### config.mk
export PLATFORM = sky130hd
export DESIGN_NAME = execute_stage
export DESIGN_NICKNAME = d
export VERILOG_FILES = /design/src/rtl/execute_stage_pkg.sv /design/src/rtl/alu.sv /design/src/rtl/execute_stage.sv
export SDC_FILE = /design/constraint.sdc
export NUM_CORES = 1
export LEC_CHECK = 0
export ABC_AREA = 1
export ABC_CLOCK_PERIOD_IN_PS = 3400
export BUFFER_PORTS_ARGS = -buffer_cell sky130_fd_sc_hd__buf_2
export CAP_MARGIN = 20
export CORE_UTILIZATION = 50
export CTS_BUF_LIST = sky130_fd_sc_hd__clkbuf_4
export DETAILED_ROUTE_END_ITERATION = 16
export PLACE_DENSITY_LB_ADDON = 0.1
export SLEW_MARGIN = 20
export SYNTH_ARGS = -nofsm -noshare
export SYNTH_HDL_FRONTEND = slang
export SYNTH_SLANG_ARGS = --single-unit
### constraint.sdc
create_clock -name clk -period 3.4 [get_ports clk]
set_input_delay 0.17 -clock clk [delete_from_list [all_inputs] [get_ports clk]]
set_output_delay 0.17 -clock clk [all_outputs]
set_load 0.1 [all_outputs]
### src/rtl/execute_stage_pkg.sv
// execute_stage_pkg: shared execute constants,
// ALU/forward encodings and the E/M bundle.
package execute_stage_pkg;

  localparam int XLEN = 32;
  localparam int RLEN = 5;

  typedef enum logic [2:0] {
    ALU_ADD = 3'b000,
    ALU_SUB = 3'b001,
    ALU_AND = 3'b010,
    ALU_OR  = 3'b011,
    ALU_SLT = 3'b101
  } alu_op_e;

  typedef enum logic [1:0] {
    FWD_RD = 2'b00,
    FWD_W  = 2'b01,
    FWD_M  = 2'b10
  } fwd_e;

  typedef struct packed {
    logic            regwrite;
    logic            memwrite;
    logic            resultsrc;
    logic [RLEN-1:0] rd;
    logic [XLEN-1:0] pcplus4;
    logic [XLEN-1:0] writedata;
    logic [XLEN-1:0] aluresult;
  } ex_mem_t;

  // select 11 falls back to the register file operand
  function automatic logic [XLEN-1:0] fwd_sel(
    input logic [1:0]      sel,
    input logic [XLEN-1:0] rd,
    input logic [XLEN-1:0] w,
    input logic [XLEN-1:0] m
  );
    case (sel)
      FWD_W:   return w;
      FWD_M:   return m;
      default: return rd;
    endcase
  endfunction

endpackage

### src/rtl/alu.sv
// alu: combinational add/sub/and/or/slt
// with zero flag for branch resolution.
module alu
  import execute_stage_pkg::*;
(
  input  logic [XLEN-1:0] SrcA,
  input  logic [XLEN-1:0] SrcB,
  input  logic [2:0]      ALUControl,
  output logic [XLEN-1:0] ALUResult,
  output logic            Zero
);

  logic lt;

  assign lt = $signed(SrcA) < $signed(SrcB);

  // operation select; unlisted codes yield zero
  always_comb begin
    ALUResult = '0;
    case (ALUControl)
      ALU_ADD: ALUResult = SrcA + SrcB;
      ALU_SUB: ALUResult = SrcA - SrcB;
      ALU_AND: ALUResult = SrcA & SrcB;
      ALU_OR:  ALUResult = SrcA | SrcB;
      ALU_SLT: ALUResult = {{(XLEN-1){1'b0}}, lt};
      default: ALUResult = '0;
    endcase
  end

  assign Zero = (ALUResult == '0);

endmodule

### src/rtl/execute_stage.sv
// execute_stage: forwarding, ALU, branch
// resolution and the E/M pipeline register.
module execute_stage
  import execute_stage_pkg::*;
(
  input  logic            clk,
  input  logic            rst,
  input  logic            RegWriteE,
  input  logic            ALUSrcE,
  input  logic            MemWriteE,
  input  logic            ResultSrcE,
  input  logic            BranchE,
  input  logic [2:0]      ALUControlE,
  input  logic [XLEN-1:0] RD1E,
  input  logic [XLEN-1:0] RD2E,
  input  logic [XLEN-1:0] ImmExtE,
  input  logic [XLEN-1:0] PCE,
  input  logic [XLEN-1:0] PCPlus4E,
  input  logic [RLEN-1:0] RDE,
  input  logic [XLEN-1:0] ResultW,
  input  logic [1:0]      ForwardAE,
  input  logic [1:0]      ForwardBE,
  output logic            PCSrcE,
  output logic [XLEN-1:0] PCTargetE,
  output logic            RegWriteM,
  output logic            MemWriteM,
  output logic            ResultSrcM,
  output logic [XLEN-1:0] ALUResultM,
  output logic [XLEN-1:0] WriteDataM,
  output logic [XLEN-1:0] PCPlus4M,
  output logic [RLEN-1:0] RDM
);

  logic [XLEN-1:0] srca;
  logic [XLEN-1:0] srcb;
  logic [XLEN-1:0] wdata;
  logic [XLEN-1:0] aluresult;
  logic            zero;
  ex_mem_t         em;

  assign srca  = fwd_sel(ForwardAE, RD1E, ResultW, em.aluresult);
  assign wdata = fwd_sel(ForwardBE, RD2E, ResultW, em.aluresult);
  assign srcb  = ALUSrcE ? ImmExtE : wdata;

  alu u_alu (
    .SrcA       (srca),
    .SrcB       (srcb),
    .ALUControl (ALUControlE),
    .ALUResult  (aluresult),
    .Zero       (zero)
  );

  assign PCSrcE    = BranchE & zero;
  assign PCTargetE = PCE + ImmExtE;

  // E/M register: captures every edge, cleared by reset
  always_ff @(posedge clk or negedge rst) begin
    if (!rst) begin
      em <= '0;
    end else begin
      em.regwrite  <= RegWriteE;
      em.memwrite  <= MemWriteE;
      em.resultsrc <= ResultSrcE;
      em.rd        <= RDE;
      em.pcplus4   <= PCPlus4E;
      em.writedata <= wdata;
      em.aluresult <= aluresult;
    end
  end

  assign RegWriteM  = em.regwrite;
  assign MemWriteM  = em.memwrite;
  assign ResultSrcM = em.resultsrc;
  assign RDM        = em.rd;
  assign PCPlus4M   = em.pcplus4;
  assign WriteDataM = em.writedata;
  assign ALUResultM = em.aluresult;

endmodule

==> impl_metrics.ini, run 1 <==
[clocking]
cts-root-buf = clkbuf_4
clkSinkCount = 104
cts_inserted_buffers = 9
htreeDepth = 3
cts_buffer_depth = 2

[die]
io_pins = 348
die_y_um = 160
start_util = 0.510
fp-row-count = 57
die_x_um = 160

[placement]
io_buffer_count = 347
gp_congestion = 1.05
hpwl_um = 50700
dpl-instance-area_um2 = 17600

[synthesis]
netlist_area_um2 = 12400
synth_sequential_area_ratio = 0.210
ys_seq_elements = 104
synth_edf_count = 0
synth.avg_cell_area_um2 = 6.38
synth_top_flop_cell = dfrtp_1
netlist_instances = 1943
synth.distinct_cells = 44
syn_nets = 2301
synth_warnings = 0
synthArstFlopShare = 1.00

[status]
status = stopped before the end
haltStage = global routing (5_1_grt)
error = [ERROR GRT-0232] Routing congestion too high. Check the congestion heatmap in the GUI.

[global_routing]
grt.overflow.total = 16
grt_usage = 0.776
grt_max_degree = 41

[timing]
worstEndpointType = top-level output
grt-worst-endpoint = PCSrcE
through the flow:
| stage | setup slack (ns) | TNS [ns] | std cells |
|---|---|---|---|
| global placement | -0.858 | -2.27 | 2953 |
| CTS | -0.753 | -1.39 | 3053 |
| detailed placement | -0.891 | -2.90 | 2953 |
| floorplan | -0.0520 | -0.0520 | 1943 |
logic make-up after synthesis:
kind of cell	count (synthesis)	synth area share
simple gates	875	0.298
fa+ha+maj	147	0.150
compound gates	368	0.186
flops	104	0.210
buf+inv	417	0.133
xor+xnor	32	0.0226
synthesized netlist by cell type, types with 2 or more instances:
| library cell | n | share of area |
|---|---|---|
| fa_1 | 3 | 0.0048 |
| dfrtp_1 | 104 | 0.21 |
| o21ai_1 | 30 | 0.012 |
| nand3b_1 | 6 | 0.0036 |
| nor3_1 | 14 | 0.0056 |
| nor2_2 | 14 | 0.0071 |
| a31oi_1 | 3 | 0.0015 |
| nand2_1 | 488 | 0.15 |
| o21bai_1 | 18 | 0.011 |
| clkbuf_1 | 34 | 0.010 |
| buf_4 | 8 | 0.0048 |
| o22ai_1 | 19 | 0.0096 |
| buf_1 | 2 | 0.00061 |
| xnor2_1 | 9 | 0.0064 |
| o21ai_2 | 2 | 0.0014 |
| a21o_1 | 5 | 0.0030 |
| inv_2 | 10 | 0.0030 |
| inv_1 | 347 | 0.11 |
| nor2_1 | 171 | 0.052 |
| or2_2 | 2 | 0.0010 |
| buf_6 | 5 | 0.0045 |
| nand2_2 | 14 | 0.0071 |
| a21oi_1 | 95 | 0.038 |
| a221o_1 | 60 | 0.048 |
| nand3_2 | 8 | 0.0065 |
| xor2_1 | 23 | 0.016 |
| nor4_1 | 3 | 0.0015 |
| a221oi_1 | 2 | 0.0014 |
| buf_2 | 11 | 0.0044 |
| a21oi_2 | 10 | 0.0071 |
| and2_1 | 3 | 0.0015 |
| ha_1 | 144 | 0.15 |
| o21ai_0 | 114 | 0.046 |
| o21a_1 | 3 | 0.0018 |
| nand4_1 | 24 | 0.012 |
| nand3_1 | 125 | 0.050 |
| nor3_2 | 2 | 0.0016 |
| o211ai_1 | 2 | 0.0012 |
what timing repair did:
item | in CTS
endpoints found under the hold margin | 95
endpoints found under the setup margin | 3
hold buffers | 58
pin swaps | 42
resized for setup | 108
buffers inserted | 27
layer usage:
layer / overflow / track usage
met1: 1 / 0.793
met2: 4 / 0.921
met3: 1 / 0.656
met4: 10 / 0.679
met5: 0 / 0.475
==> inputs of run 2 (changes only) <==
--- a/config.mk
+++ b/config.mk
@@ -6,13 +6,12 @@
 export NUM_CORES = 1
 export LEC_CHECK = 0
 export ABC_AREA = 1
-export ABC_CLOCK_PERIOD_IN_PS = 3400
+export ABC_CLOCK_PERIOD_IN_PS = 4420
 export BUFFER_PORTS_ARGS = -buffer_cell sky130_fd_sc_hd__buf_2
 export CAP_MARGIN = 20
-export CORE_UTILIZATION = 50
-export CTS_BUF_LIST = sky130_fd_sc_hd__clkbuf_4
+export CORE_UTILIZATION = 40
 export DETAILED_ROUTE_END_ITERATION = 16
-export PLACE_DENSITY_LB_ADDON = 0.1
+export PLACE_DENSITY_LB_ADDON = 0.15
 export SLEW_MARGIN = 20
 export SYNTH_ARGS = -nofsm -noshare
 export SYNTH_HDL_FRONTEND = slang
==> constraint.sdc (replaced) <==
create_clock -name clk -period 4.42 [get_ports clk]
set_input_delay 0.221 -clock clk [delete_from_list [all_inputs] [get_ports clk]]
set_output_delay 0.221 -clock clk [all_outputs]
set_load 0.1 [all_outputs]
==> run 2 against run 1 <==
  * The run now ends clean
  * Area after synthesis did not move
  * Synthesized cell count did not move
==> impl_metrics.ini, run 2 <==
[synthesis]
synth_top_flop_cell = dfrtp_1
ys_seq_elements = 104
syn_nets = 2301
synth.distinct_cells = 44
synthArstFlopShare = 1.00
synth_top_cell_by_area = dfrtp_1
netlist_instances = 1943
synth_edf_count = 0
synthMostInstantiatedCell = nand2_1
synth_sequential_area_ratio = 0.210
netlist_area_um2 = 12400
yosys-top-cells-area = dfrtp_1 (21%), nand2_1 (15%), ha_1 (15%), inv_1 (11%), nor2_1 (5.2%)
synth.avg_cell_area_um2 = 6.38
yosysTopAreaCellShare = 0.210
synthTopCellsByCount = nand2_1 (488), inv_1 (347), nor2_1 (171)
synth_warnings = 0

[worst_setup_path]
path_class = in2out
path_max_fanout = 16
arrival_ns = 4.07
crit_path_end_kind = primary output
cp-start-kind = primary input
cp_data_required_time_ns = 4.20

[cells_and_area]
fin_nets = 2850
layout_commonest_cell = nand2_1
n_fill_cell = 3053
layout_common_cells = nand2_1 (480), inv_1 (345), buf_2 (345), buf_4 (200), nor2_1 (156)
syn_to_final_growth_pct = 38.3
multi_input_area_um2 = 8510
seq_area_um2 = 2600
drive_above_1_share = 0.282

[clocking]
cts_buffer_depth = 2
clkSinkCount = 104
cts_inserted_buffers = 9
cts-root-buf = clkbuf_16
clk_pin_slew_ns = 0.07
cts_tree = yes
worstSkewPairLatency_ns = 0.37
htreeDepth = 3

[die]
io_pins = 348
coreArea_um2 = 30500
fp-row-count = 64
die_x_um = 178
die_y_um = 178
dieArea_um2 = 31700
start_util = 0.407

[detailed_routing]
drcViolationCount = 0
wl_per_cell_um = 20.0
drt_pass1_iterations = 5
vias = 15200
avgViaCountPerCell = 5.26
wirelength_um = 57900
antenna_left = 0
drtIter0Drc = 1231

[power_and_ir_drop]
power_leakage_nw = 9.69
pwr_density_cell_nw_per_um2 = 395
ir_worst_vdd_v = 0.000222
power_w = 0.00677

[run]
maxCapViolations = 0

[timing]
fin_setup_tns_ns = 0
fin_ws_ns = 0.129
maxSlewViolCount = 0
clock_skew_ns = 0.00873
worst_pin_slew_ns = 0.965
holdWs_ns = 0.0742
max_freq_mhz = 233
slew_headroom = 0.355
finalSetupViolCount = 0
fin_crit_ns = 4.29
period_share = 0.971
final_hold_viol_count = 0

[global_routing]
grt_pass1_vias = 14600
grt.overflow.total = 0
grt_antenna_before_repair = 7
grt_pass1_wl_um = 84400
grt_max_degree = 57
grt_usage = 0.357

[placement]
gp_congestion = 1.01
io_buffer_count = 347
hpwl_um = 48800
dp_slack_ns = -0.439

[hold_path]
hp-class = in2reg

[status]
status = complete, no violations
-- run 2: cell counts after synthesis --
No cell type changed its count.
-- run 2: path summary, 6_finish.rpt --
path	from	end	slack (ns)	depth (start not counted)
setup reg to reg	ALUResultM[26]	ALUResultM[31]	0.84	16
max in group asynchronous	rst	ALUResultM[7]	2.80	3
hold reg to reg	ALUResultM[17]	WriteDataM[17]	0.70	3
hold / removal	RD2E[17]	WriteDataM[17]	0.07	3
setup / recovery	ForwardBE[0]	PCSrcE	0.13	23
min in group asynchronous	rst	PCPlus4M[9]	0.46	2
-- run 2: report_power, final --
group	total (W)	internal (W)	switching (W)
Sequential	0.00114	0.00106	0.0000781
Combinational	0.00475	0.00140	0.00336
Clock	0.000882	0.000486	0.000395
-- run 2: area by class of cell --
| cell class | instances | area share |
|---|---|---|
| diodes | 7 | 0.00102 |
| repair buffers | 598 | 0.225 |
| multi-input cells | 1422 | 0.496 |
| clock buffers | 12 | 0.0155 |
| well taps | 396 | 0.0289 |
| clock inverters | 3 | 0.00277 |
| flip-flops and latches | 104 | 0.152 |
| inverters | 357 | 0.0781 |
-- run 2: what timing repair did --
action,CTS,global route
hold endpoints to repair,95,0
setup endpoints to repair,1,1
setup buffers,0,8
pin swaps,1,10
hold buffers,41,0
gates resized for setup,22,93
-- run 2: through the flow --
step                      instances  instance area, um^2  utilization
after detailed placement       2828                16000        0.524
after floorplan                1943                12400            -
after global placement         2828                16000        0.524
final                          2899                17100        0.562
after global routing           2899                17100        0.562
after CTS                      2884                16700        0.549
-- run 2: cell families after synthesis --
kind of cell	Yosys count	synth area share
adder cells (fa/ha/maj)	147	0.150
AND/OR/NAND/NOR	875	0.298
AO/OA/AOI/OAI	368	0.186
XOR/XNOR	32	0.0226
flip-flops	104	0.210
buffers and inverters	417	0.133
-- run 2: worst max-delay path: stages --
cell,delay [ns]
buf_2,0.13
inv_1,0.08
ha_4,0.29
buf_8,0.16
buf_4,0.14
a221o_1,0.26
o21ai_0,0.11
o21ai_1,0.09
buf_4,0.17
ha_2,0.41
inv_1,0.08
o21ai_0,0.50
nor2_1,0.21
nand2_1,0.12
a21oi_1,0.06
a21oi_1,0.13
nor2_1,0.06
nor2_1,0.17
nand3_1,0.12
nor2_2,0.13
nand2_2,0.10
nor2_4,0.11
buf_12,0.18
-- run 2: layer usage --
metal / vias up / wire (um) / GRT usage / share of wire
met5: - / 0 / 0 / 0
met4: 0 / 2150 / 0.157 / 0.037
met1: 7131 / 24300 / 0.454 / 0.42
li1: 7384 / - / - / -
met2: 624 / 27000 / 0.591 / 0.47
met3: 104 / 4440 / 0.0592 / 0.077
No activity file was read; power rests on OpenSTA's default activity.
